`config.mk`:
```
export PLATFORM = sky130hd
export DESIGN_NAME = cv_pe_arbiter
export DESIGN_NICKNAME = d
export VERILOG_FILES = /design/src/rtl/cv_pe_arbiter_pkg.sv /design/src/rtl/cv_pe_arbiter_rr_pick.sv /design/src/rtl/cv_pe_arbiter.sv
export SDC_FILE = /design/constraint.sdc
export NUM_CORES = 1
export LEC_CHECK = 0
export ABC_AREA = 1
export CORE_AREA = 3 3 223 225
export DETAILED_ROUTE_END_ITERATION = 8
export DIE_AREA = 0 0 226 228
export PLACE_DENSITY = 0.38
export SLEW_MARGIN = 30
export SYNTH_ARGS = -nofsm -noshare
export SYNTH_HDL_FRONTEND = slang
export SYNTH_SLANG_ARGS = --single-unit
```
`constraint.sdc`:
```
create_clock -name clk -period 7.16 [get_ports clk]
set_input_delay 1.432 -clock clk [delete_from_list [all_inputs] [get_ports clk]]
set_output_delay 1.432 -clock clk [all_outputs]
set_load 0.02 [all_outputs]
```
`src/rtl/cv_pe_arbiter_pkg.sv`:
```
// Shared constants and state encoding for the convolution PE memory arbiter.
package cv_pe_arbiter_pkg;

    localparam int unsigned MEM_ADDR_W = 26;
    localparam int unsigned MEM_DATA_W = 32;

    typedef enum logic [0:0] {
        ARB_IDLE  = 1'b0,
        ARB_GRANT = 1'b1
    } arb_state_e;

    // Width of a PE index; at least one bit so a 1-entry index still has a vector.
    function automatic int unsigned ptr_width(input int unsigned n);
        return (n > 1) ? $clog2(n) : 1;
    endfunction

endpackage

```
`src/rtl/cv_pe_arbiter_rr_pick.sv`:
```
// Round-robin picker: first set request bit at or above ptr, wrapping around.
module rr_pick
    import cv_pe_arbiter_pkg::*;
#(
    parameter int unsigned N_PE  = 4,
    parameter int unsigned PTR_W = ptr_width(N_PE)
) (
    input  logic [N_PE-1:0]  req,
    input  logic [PTR_W-1:0] ptr,
    output logic [N_PE-1:0]  sel_oh,
    output logic [PTR_W-1:0] sel_idx,
    output logic             sel_valid
);

    logic [PTR_W:0] idx;

    // Scan N_PE positions starting at ptr; the first hit wins.
    always_comb begin
        sel_oh    = '0;
        sel_idx   = '0;
        sel_valid = 1'b0;
        idx       = '0;
        for (int unsigned i = 0; i < N_PE; i++) begin
            idx = {1'b0, ptr} + (PTR_W+1)'(i);
            if (idx >= (PTR_W+1)'(N_PE)) begin
                idx = idx - (PTR_W+1)'(N_PE);
            end
            if (!sel_valid && req[idx[PTR_W-1:0]]) begin
                sel_valid                = 1'b1;
                sel_oh[idx[PTR_W-1:0]]   = 1'b1;
                sel_idx                  = idx[PTR_W-1:0];
            end
        end
    end

endmodule

```
`src/rtl/cv_pe_arbiter.sv`:
```
// Round-robin arbiter sharing one external memory port among N_PE loaders.
// Optional idle-handshake timeout release: define CV_ARB_TIMEOUT_EN.
module cv_pe_arbiter
    import cv_pe_arbiter_pkg::*;
#(
    parameter int unsigned N_PE    = 4,
    parameter int unsigned LEN_W   = 16,
    parameter int unsigned TIMEOUT = 1024
) (
    input  logic                       clk,
    input  logic                       rst,
    input  logic [N_PE-1:0]            req,
    input  logic [N_PE*LEN_W-1:0]      req_len,
    input  logic [N_PE-1:0]            pe_wvalid,
    input  logic [N_PE*MEM_ADDR_W-1:0] pe_waddr,
    input  logic [N_PE*MEM_DATA_W-1:0] pe_wdata,
    output logic [N_PE-1:0]            pe_wready,
    input  logic [N_PE-1:0]            pe_rvalid,
    input  logic [N_PE*MEM_ADDR_W-1:0] pe_raddr,
    output logic [N_PE-1:0]            pe_rready,
    output logic [MEM_DATA_W-1:0]      pe_rdata,
    output logic [N_PE-1:0]            grant,
    output logic [N_PE-1:0]            done,
    output logic                       timeout,
    output logic                       busy,
    output logic                       wvalid,
    input  logic                       wready,
    output logic [MEM_ADDR_W-1:0]      waddr,
    output logic [MEM_DATA_W-1:0]      wdata,
    output logic                       rvalid,
    input  logic                       rready,
    output logic [MEM_ADDR_W-1:0]      raddr,
    input  logic [MEM_DATA_W-1:0]      rdata
);

    localparam int unsigned PTR_W = ptr_width(N_PE);

    if (N_PE < 2 || N_PE > 16 || TIMEOUT < 1) begin : g_param_check
        $error("cv_pe_arbiter: N_PE must be 2..16 and TIMEOUT at least 1");
    end

    arb_state_e       state_q, state_d;
    logic [N_PE-1:0]  grant_q, grant_d;
    logic [N_PE-1:0]  done_q, done_d;
    logic [PTR_W-1:0] gidx_q, gidx_d;
    logic [PTR_W-1:0] ptr_q, ptr_d, ptr_next;
    logic [LEN_W-1:0] remain_q, remain_d;

    logic [N_PE-1:0]  pick_oh;
    logic [PTR_W-1:0] pick_idx;
    logic             pick_valid;
    logic [LEN_W-1:0] pick_len;
    logic [1:0]       beats;
    logic [LEN_W-1:0] beats_ext;
    logic             req_held;
    logic             release_grant;

`ifdef CV_ARB_TIMEOUT_EN
    localparam int unsigned TO_W = $clog2(TIMEOUT + 1);
    logic [TO_W-1:0]  idle_cnt_q, idle_cnt_d;
    logic             timeout_q, timeout_d;
`endif

    rr_pick #(
        .N_PE  (N_PE),
        .PTR_W (PTR_W)
    ) u_pick (
        .req       (req),
        .ptr       (ptr_q),
        .sel_oh    (pick_oh),
        .sel_idx   (pick_idx),
        .sel_valid (pick_valid)
    );

    // Forward the granted PE's channels; everything reads zero without a grant.
    always_comb begin
        wvalid = 1'b0;
        waddr  = '0;
        wdata  = '0;
        rvalid = 1'b0;
        raddr  = '0;
        for (int unsigned i = 0; i < N_PE; i++) begin
            if (grant_q[i]) begin
                wvalid = pe_wvalid[i];
                waddr  = pe_waddr[i*MEM_ADDR_W +: MEM_ADDR_W];
                wdata  = pe_wdata[i*MEM_DATA_W +: MEM_DATA_W];
                rvalid = pe_rvalid[i];
                raddr  = pe_raddr[i*MEM_ADDR_W +: MEM_ADDR_W];
            end
        end
    end

    // Burst length of the PE the picker would grant this cycle.
    always_comb begin
        pick_len = '0;
        for (int unsigned i = 0; i < N_PE; i++) begin
            if (pick_oh[i]) begin
                pick_len = req_len[i*LEN_W +: LEN_W];
            end
        end
    end

    assign pe_wready = grant_q & {N_PE{wready}};
    assign pe_rready = grant_q & {N_PE{rready}};
    assign pe_rdata  = rdata;
    assign grant     = grant_q;
    assign done      = done_q;
    assign busy      = |grant_q;

    assign beats     = {1'b0, wvalid & wready} + {1'b0, rvalid & rready};
    assign beats_ext = LEN_W'(beats);
    assign req_held  = |(req & grant_q);
    assign ptr_next  = (gidx_q == PTR_W'(N_PE - 1)) ? '0 : gidx_q + PTR_W'(1);

    // Next-state: grant on request, count beats, release on completion/abort/timeout.
    always_comb begin
        state_d       = state_q;
        grant_d       = grant_q;
        gidx_d        = gidx_q;
        remain_d      = remain_q;
        ptr_d         = ptr_q;
        done_d        = '0;
        release_grant = 1'b0;
`ifdef CV_ARB_TIMEOUT_EN
        idle_cnt_d    = idle_cnt_q;
        timeout_d     = 1'b0;
`endif
        case (state_q)
            ARB_IDLE: begin
                if (pick_valid) begin
                    state_d  = ARB_GRANT;
                    grant_d  = pick_oh;
                    gidx_d   = pick_idx;
                    remain_d = pick_len;
`ifdef CV_ARB_TIMEOUT_EN
                    idle_cnt_d = '0;
`endif
                end
            end
            ARB_GRANT: begin
                // Abort outranks completion: an in-flight beat is forwarded, not counted.
                if (!req_held) begin
                    release_grant = 1'b1;
                end else if (beats_ext >= remain_q) begin
                    release_grant = 1'b1;
                    done_d        = grant_q;
`ifdef CV_ARB_TIMEOUT_EN
                end else if (beats == 2'd0 && idle_cnt_q == TO_W'(TIMEOUT - 1)) begin
                    release_grant = 1'b1;
                    timeout_d     = 1'b1;
`endif
                end else begin
                    remain_d = remain_q - beats_ext;
`ifdef CV_ARB_TIMEOUT_EN
                    idle_cnt_d = (beats != 2'd0) ? '0 : idle_cnt_q + TO_W'(1);
`endif
                end
            end
            default: begin
                state_d = ARB_IDLE;
                grant_d = '0;
            end
        endcase
        if (release_grant) begin
            state_d = ARB_IDLE;
            grant_d = '0;
            ptr_d   = ptr_next;
        end
    end

    // Arbiter state registers.
    always_ff @(posedge clk) begin
        if (rst) begin
            state_q  <= ARB_IDLE;
            grant_q  <= '0;
            done_q   <= '0;
            gidx_q   <= '0;
            ptr_q    <= '0;
            remain_q <= '0;
        end else begin
            state_q  <= state_d;
            grant_q  <= grant_d;
            done_q   <= done_d;
            gidx_q   <= gidx_d;
            ptr_q    <= ptr_d;
            remain_q <= remain_d;
        end
    end

`ifdef CV_ARB_TIMEOUT_EN
    // Idle-handshake counter and timeout pulse register.
    always_ff @(posedge clk) begin
        if (rst) begin
            idle_cnt_q <= '0;
            timeout_q  <= 1'b0;
        end else begin
            idle_cnt_q <= idle_cnt_d;
            timeout_q  <= timeout_d;
        end
    end

    assign timeout = timeout_q;
`else
    assign timeout = 1'b0;
`endif

endmodule

```
==> results of run 1 <==
==> where the power goes <==
part           internal [W]  switching [W]
Sequential         0.000222       0.000167
Combinational       0.00175        0.00285
Clock              0.000160      0.0000845
==> per-stage QoR <==
| stage | util | instances | setup WS (ns) |
|---|---|---|---|
| CTS | 0.2264 | 1924 | 2.086 |
| detailed placement | 0.2228 | 1916 | 1.947 |
| global route | 0.2265 | 1927 | 1.898 |
| finish | 0.2267 | 1929 | 2.130 |
| floorplan | - | 879 | 3.334 |
| global placement | 0.2228 | 1916 | 2.054 |
==> final timing paths <==
path	end	slack [ns]	cells past startpoint
setup / recovery	wdata[24]	2.13	4
hold reg to reg	remain_q[0]$_SDFFE_PP0P_	0.46	2
setup reg to reg	remain_q[2]$_SDFFE_PP0P_	2.63	17
hold / removal	remain_q[0]$_SDFFE_PP0P_	0.46	2
==> layout make-up <==
| type | instances | area, um^2 |
|---|---|---|
| sequential | 29 | 591.8 |
| clock buffer | 7 | 163.9 |
| tap | 615 | 769.5 |
| fill | 5438 | 36920 |
| clock inverter | 1 | 7.507 |
| antenna | 5 | 12.51 |
| timing repair buffer | 526 | 5258 |
| multi-input combinational | 696 | 3829 |
| inverter | 50 | 190.2 |
==> cell usage after synthesis, types with 7 or more instances <==
library cell	count
nand2_1	211
nor2_1	122
o31ai_1	85
a221oi_1	84
a21oi_1	69
clkbuf_1	56
inv_1	43
buf_4	35
o21ai_0	35
dfxtp_1	29
ha_1	9
o21ai_1	9
buf_2	8
nand3_1	8
o21a_1	8
or2_2	7
==> cells by family (layout without fill, tap and decap cells) <==
| logic type | after synthesis | in the layout | share of synthesized area |
|---|---|---|---|
| DFF | 29 | 29 | 0.1132 |
| buffers and inverters | 154 | 584 | 0.1417 |
| and+or+nand+nor | 378 | 378 | 0.3018 |
| AOI/OAI and AO/OA | 304 | 304 | 0.4116 |
| other | 1 | 6 | 0.0007312 |
| adders and majority gates | 10 | 10 | 0.02586 |
| xor gates and xnor gates | 3 | 3 | 0.005124 |
==> registers in the layout, indices dropped and copies added (netlist names) <==
| register | count |
|---|---|
| gidx_q | 2 |
| done | 4 |
| ptr_q | 2 |
| grant | 4 |
| state_q | 1 |
| remain_q | 16 |
==> worst max-delay path, cell delays in order <==
cell and delay [ns]:
clkdlybuf4s50_1 0.45, a221oi_1 0.08, o31ai_1 0.86, clkdlybuf4s50_1 0.77
==> layer usage <==
metal,part of all wire,track usage,vias to the layer above
met2,0.45,0.2670,368
met1,0.42,0.2069,3798
met4,0.028,0.04489,2
met3,0.11,0.06698,40
li1,-,-,3964
met5,0.00028,0,-
==> summary.txt, run 1 <==
Critical path
  • CP startpoint kind: input port
  • Reg2reg start: grant[1]$_SDFFE_PP0P_
  • Worst Setup End Kind: output port
  • WS Path Type: input port to output port
  • Worst-path fanout max: 1
  • Worst Path Required: 5.73 ns
  • Critical path data arrival time: 3.60 ns
  • Crit path launch: pe_wdata[56]

Cells and area
  • Design area: 0.01082 mm^2
  • Most common cell after layout, fill and taps aside: clkdlybuf4s50_1
  • Commonest non-fill, non-tap cells in the layout: clkdlybuf4s50_1, nand2_1, nor2_1
  • Final nets: 1766
  • Layout overhead on the synthesized area: 111.0%
  • Layout cell share with drive strength beyond 1: 0.03896

Worst hold path
  • Hold path startpoint: remain_q[0]$_SDFFE_PP0P_
  • Worst min path class: flop to flop

Timing
  • Slew Limit Headroom: 0.3149
  • Unrepaired setup endpoints after global routing: no
  • Hold_ws: 0.4634 ns
  • Clock skew: 0.01102 ns
  • Post-layout min period: 5.030 ns
  • Fin. Hold Viols: 0
  • Post-Route Setup TNS: 0 ns
  • Period utilization: 0.7025
  • Max Fclk: 0.1988 GHz
  • # setup viols final: 0
  • Slew Limit Fails: 0
  • Worst-margin pin slew: 1.019 ns

Routing
  • DRT Pass-1 Iters: 5
  • DR vias: 8172
  • WL final: 46.18 mm
  • Average wire per standard cell: 23.94 um
  • Initial DRC Count: 384
  • DRT antenna net count: 0
  • DRC: 0
  • Via density: 4.236

Floorplanning
  • I/O Pins: 584
  • DIE AREA: 0.05153 mm^2
  • Initial Util: 0.1074
  • Die Span X: 226 um
  • Row count: 80
  • Core ar.: 0.04775 mm^2
  • Die Ht: 228 um

GRT
  • Initial antenna violation count: 6
  • Pin count of the biggest net entering global routing: 84
  • Total congestion overflow: 0
  • First-pass GRT wire length: 62.08 mm
  • Total track usage: 0.1668
  • Vias in the first global route: 8216

Logic synthesis
  • Synth area leaders: nand2_1, a221oi_1, o31ai_1
  • Mapped Area: 0.005129 mm^2
  • Syn Inst Count: 879
  • Distinct cells, synth: 42
  • Post-synth EDFFs: 0
  • Syn Area/Cell: 5.835 um^2
  • Dominant cell type by area after synthesis: nand2_1
  • Main synth FF type: dfxtp_1
  • Synth warn: 0
  • Synthesis-stage register bit count: 29
  • Syn_nets: 1337
  • FFs w/ async S/R, synth: 0
  • Top cell type's share of synthesized area: 0.1544
  • Register area share after synthesis: 0.1132

Clocking
  • Worst-Skew Late Latency: 0.29 ns
  • Clock transition at path regs: 0.05 ns
  • CTS tree: yes
  • H-tree level count: 2
  • CTS root buf: clkbuf_16
  • Post-cts sizing count: 0
  • Clk buf depth: 2
  • Number of CTS-inserted buffers: 5
  • Post-CTS Setup Inserts: 0
  • Hold Buf Count CTS: 0
  • Clock sink total: 29

Placed design
  • Placer Congestion: 0.8789
  • Port bufs: 518
  • Hpwl dp: 37.67 mm
  • Placed cell area: 0.01064 mm^2

Run status
  • Status: finished clean

Power
  • Worst VDD drop: 142.0 uV
  • Leak: 3.913 nW
  • Power, Total: 0.005232 W
  • Pwr Density: 483.5 mW/mm^2

Job
  • Total of max-cap violations: 0
Note: power is estimated with default switching activity, not from simulation.
==> inputs of run 2 (changes only) <==
--- a/config.mk
+++ b/config.mk
@@ -9,7 +9,7 @@
 export CORE_AREA = 3 3 223 225
 export DETAILED_ROUTE_END_ITERATION = 8
 export DIE_AREA = 0 0 226 228
-export PLACE_DENSITY = 0.38
+export PLACE_DENSITY = 0.4
 export SLEW_MARGIN = 30
 export SYNTH_ARGS = -nofsm -noshare
 export SYNTH_HDL_FRONTEND = slang
==> constraint.sdc (replaced) <==
create_clock -name clk -period 4.3 [get_ports clk]
set_input_delay 0.86 -clock clk [delete_from_list [all_inputs] [get_ports clk]]
set_output_delay 0.86 -clock clk [all_outputs]
set_load 0.02 [all_outputs]
==> run 2 against run 1 <==
Sequential share of layout area shrank 0.085 points. Cell count grew 0.78%. Power grew 72%. Die area is the same. Worst setup slack lost 1.8 ns. Critical path depth grew 15. Register-to-register slack lost 2.1 ns. Flip-flop and latch count is the same. Clock power grew 63%. Utilization grew 0.36 points. Clock skew shrank 0.0047 ns. Largest power group unchanged.
==> summary.txt, run 2 (synthesis results as in run 1) <==
Cells and area
  • Layout overhead on the synthesized area: 114.3%
  • Design area: 0.01099 mm^2 (+1.6%)
  • Final nets: 1783 (+0.96%)
  • Most common cell after layout, fill and taps aside: clkdlybuf4s50_1
  • Commonest non-fill, non-tap cells in the layout: clkdlybuf4s50_1, nand2_1, nor2_1
  • # fillers: 5355 (-1.5%)
  • Layout cell share with drive strength beyond 1: 0.05279 (+0.01383)
  • Finished Layout Cells: 1944 (+0.78%)
  • Max reg flops: 16 (unchanged)
  • Largest register by flop count: remain_q

Critical path
  • FF-to-FF setup slack: 0.58 ns (-2.05 ns)
  • R2R cell count: 21 (+4)
  • Reg2reg start: grant[0]$_SDFFE_PP0P_
  • Critical path data arrival time: 4.17 ns (+0.57 ns)
  • CP startpoint kind: input port
  • Crit path launch: pe_rvalid[1]
  • Setup crit end: remain_q[14]$_SDFFE_PP0P_
  • WS Path Type: input port to flop
  • Worst Setup End Kind: flop
  • Worst-path fanout max: 3 (+2)
  • Critical R2R Capture: remain_q[14]$_SDFFE_PP0P_
  • Worst Path Required: 4.47 ns (-1.26 ns)

Clocking
  • Clock transition at path regs: 0.05 ns (about the same)
  • Clk buf depth: 2 (unchanged)
  • CTS tree: yes
  • CTS root buf: clkbuf_16
  • Clock sink total: 29 (unchanged)
  • H-tree level count: 2 (unchanged)
  • Number of CTS-inserted buffers: 5 (unchanged)
  • Worst-Skew Late Latency: 0.28 ns (about the same)

GRT
  • Total congestion overflow: 0 (unchanged)
  • Initial antenna violation count: 4 (-2)
  • Total track usage: 0.1697 (+0.002890)
  • Pin count of the biggest net entering global routing: 169 (+100%)
  • First-pass GRT wire length: 62.78 mm (+1.1%)
  • Vias in the first global route: 8307 (+1.1%)

Timing
  • Post-layout min period: 4.002 ns
  • Period utilization: 0.9307
  • Max Fclk: 0.2499 GHz
  • Slew Limit Headroom: 0.4123 (+0.09743)
  • # setup viols final: 0 (unchanged)
  • Fin. Hold Viols: 0 (unchanged)
  • Unrepaired setup endpoints after global routing: no
  • Worst-margin pin slew: 0.8815 ns (-0.1374 ns)
  • Slew Limit Fails: 0 (unchanged)
  • Clock skew: 0.006277 ns (-0.004743 ns)

Routing
  • Average wire per standard cell: 23.97 um (+0.13%)
  • WL final: 46.60 mm (+0.91%)
  • Via density: 4.234 (about the same)
  • DRT Pass-1 Iters: 5 (unchanged)
  • DRC: 0 (unchanged)
  • Initial DRC Count: 437 (+14%)
  • DRT antenna net count: 0 (unchanged)
  • DR vias: 8230 (+0.71%)

Power
  • Worst VDD drop: 275.0 uV (+94%)
  • Pwr Density: 818.4 mW/mm^2 (+69%)
  • Leak: 4.010 nW (+2.5%)

Placed design
  • Hpwl dp: 38.48 mm (+2.2%)
  • Dpl cells: 1933 (+0.89%)
  • Port bufs: 518 (unchanged)
  • Placer Congestion: 0.8333 (-5.2%)
  • Placed cell area: 0.01080 mm^2 (+1.6%)

Job
  • Total of max-cap violations: 0 (unchanged)

Floorplanning
  • Core ar.: 0.04775 mm^2 (unchanged)
  • I/O Pins: 584 (unchanged)
  • Row count: 80 (unchanged)
  • DIE AREA: 0.05153 mm^2 (unchanged)
  • Initial Util: 0.1074 (unchanged)
  • Die Span X: 226 um (unchanged)
  • Die Ht: 228 um (unchanged)

Worst hold path
  • Hold path depth: 2 (unchanged)
  • Worst min path class: flop to flop

Run status
  • Status: finished clean
[run 2: how the worst min path moves through the flow]
stage,to,startpoint
3_3_place_gp,remain_q[7]$_SDFFE_PP0P_,remain_q[7]$_SDFFE_PP0P_
2_1_floorplan,remain_q[0]$_SDFFE_PP0P_,remain_q[0]$_SDFFE_PP0P_
3_5_place_dp,remain_q[0]$_SDFFE_PP0P_,remain_q[0]$_SDFFE_PP0P_
5_1_grt,remain_q[7]$_SDFFE_PP0P_,remain_q[7]$_SDFFE_PP0P_
6_report,remain_q[0]$_SDFFE_PP0P_,remain_q[0]$_SDFFE_PP0P_
4_1_cts,remain_q[0]$_SDFFE_PP0P_,remain_q[0]$_SDFFE_PP0P_
[run 2: power breakdown]
group | internal (W) | switching [W]
Clock | 0.000265 | 0.000133
Sequential | 0.000369 | 0.000133
Combinational | 0.00308 | 0.00501
Total | 0.00372 | 0.00528
[run 2: critical path: stages]
cell	delay, ns
clkdlybuf4s50_1	0.40
a22oi_1	0.18
nand2_1	0.08
o211ai_1	0.29
a21boi_0	0.28
ha_1	0.35
ha_1	0.13
inv_1	0.05
fa_1	0.40
nor2_1	0.18
nand2_1	0.10
nor2_1	0.16
inv_1	0.06
nor2_1	0.16
nand3b_1	0.11
o21ai_0	0.16
a21oi_1	0.06
nor2_1	0.08
a21oi_1	0.06
[run 2: layer usage]
metal / up-vias / GRT usage / part of all wire
li1: 3996 / - / -
met1: 3825 / 0.2051 / 0.41
met2: 372 / 0.2642 / 0.44
met3: 35 / 0.08460 / 0.12
met4: 2 / 0.04945 / 0.028
met5: - / 0 / 0.00028
[run 2: final cells by class]
cell class                      instances  area (um^2)  share of cell area
Multi-Input combinational cell        696         3839              0.3492
Antenna cell                            3        7.507           0.0006830
Clock buffer                            7        163.9             0.01491
Clock inverter                          1        7.507           0.0006830
Sequential cell                        29        591.8             0.05384
Timing Repair Buffer                  543         5423              0.4933
Inverter                               50        190.2             0.01730
Tap cell                              615        769.5             0.07001
[run 2: repair_timing]
item | 4_1_cts | 5_1_grt
setup endpoints to repair | 0 | 2
resized for setup | 0 | 2
setup buffers | 0 | 0
hold buffers | 0 | 0
[run 2: per-stage QoR]
step / hold slack, ns / util / setup slack [ns] / total power, W / setup TNS (ns)
floorplan: 0.4445 / - / 0.9631 / 0.004673 / 0
global placement: 0.4667 / 0.2263 / -0.05199 / 0.008789 / -0.05199
detailed placement: 0.4737 / 0.2263 / -0.07315 / 0.008763 / -0.1353
CTS: 0.4825 / 0.2298 / 0.2083 / 0.009235 / 0
global route: 0.5038 / 0.2302 / 0.03846 / 0.009847 / 0
finish: 0.4817 / 0.2302 / 0.2981 / 0.008995 / 0
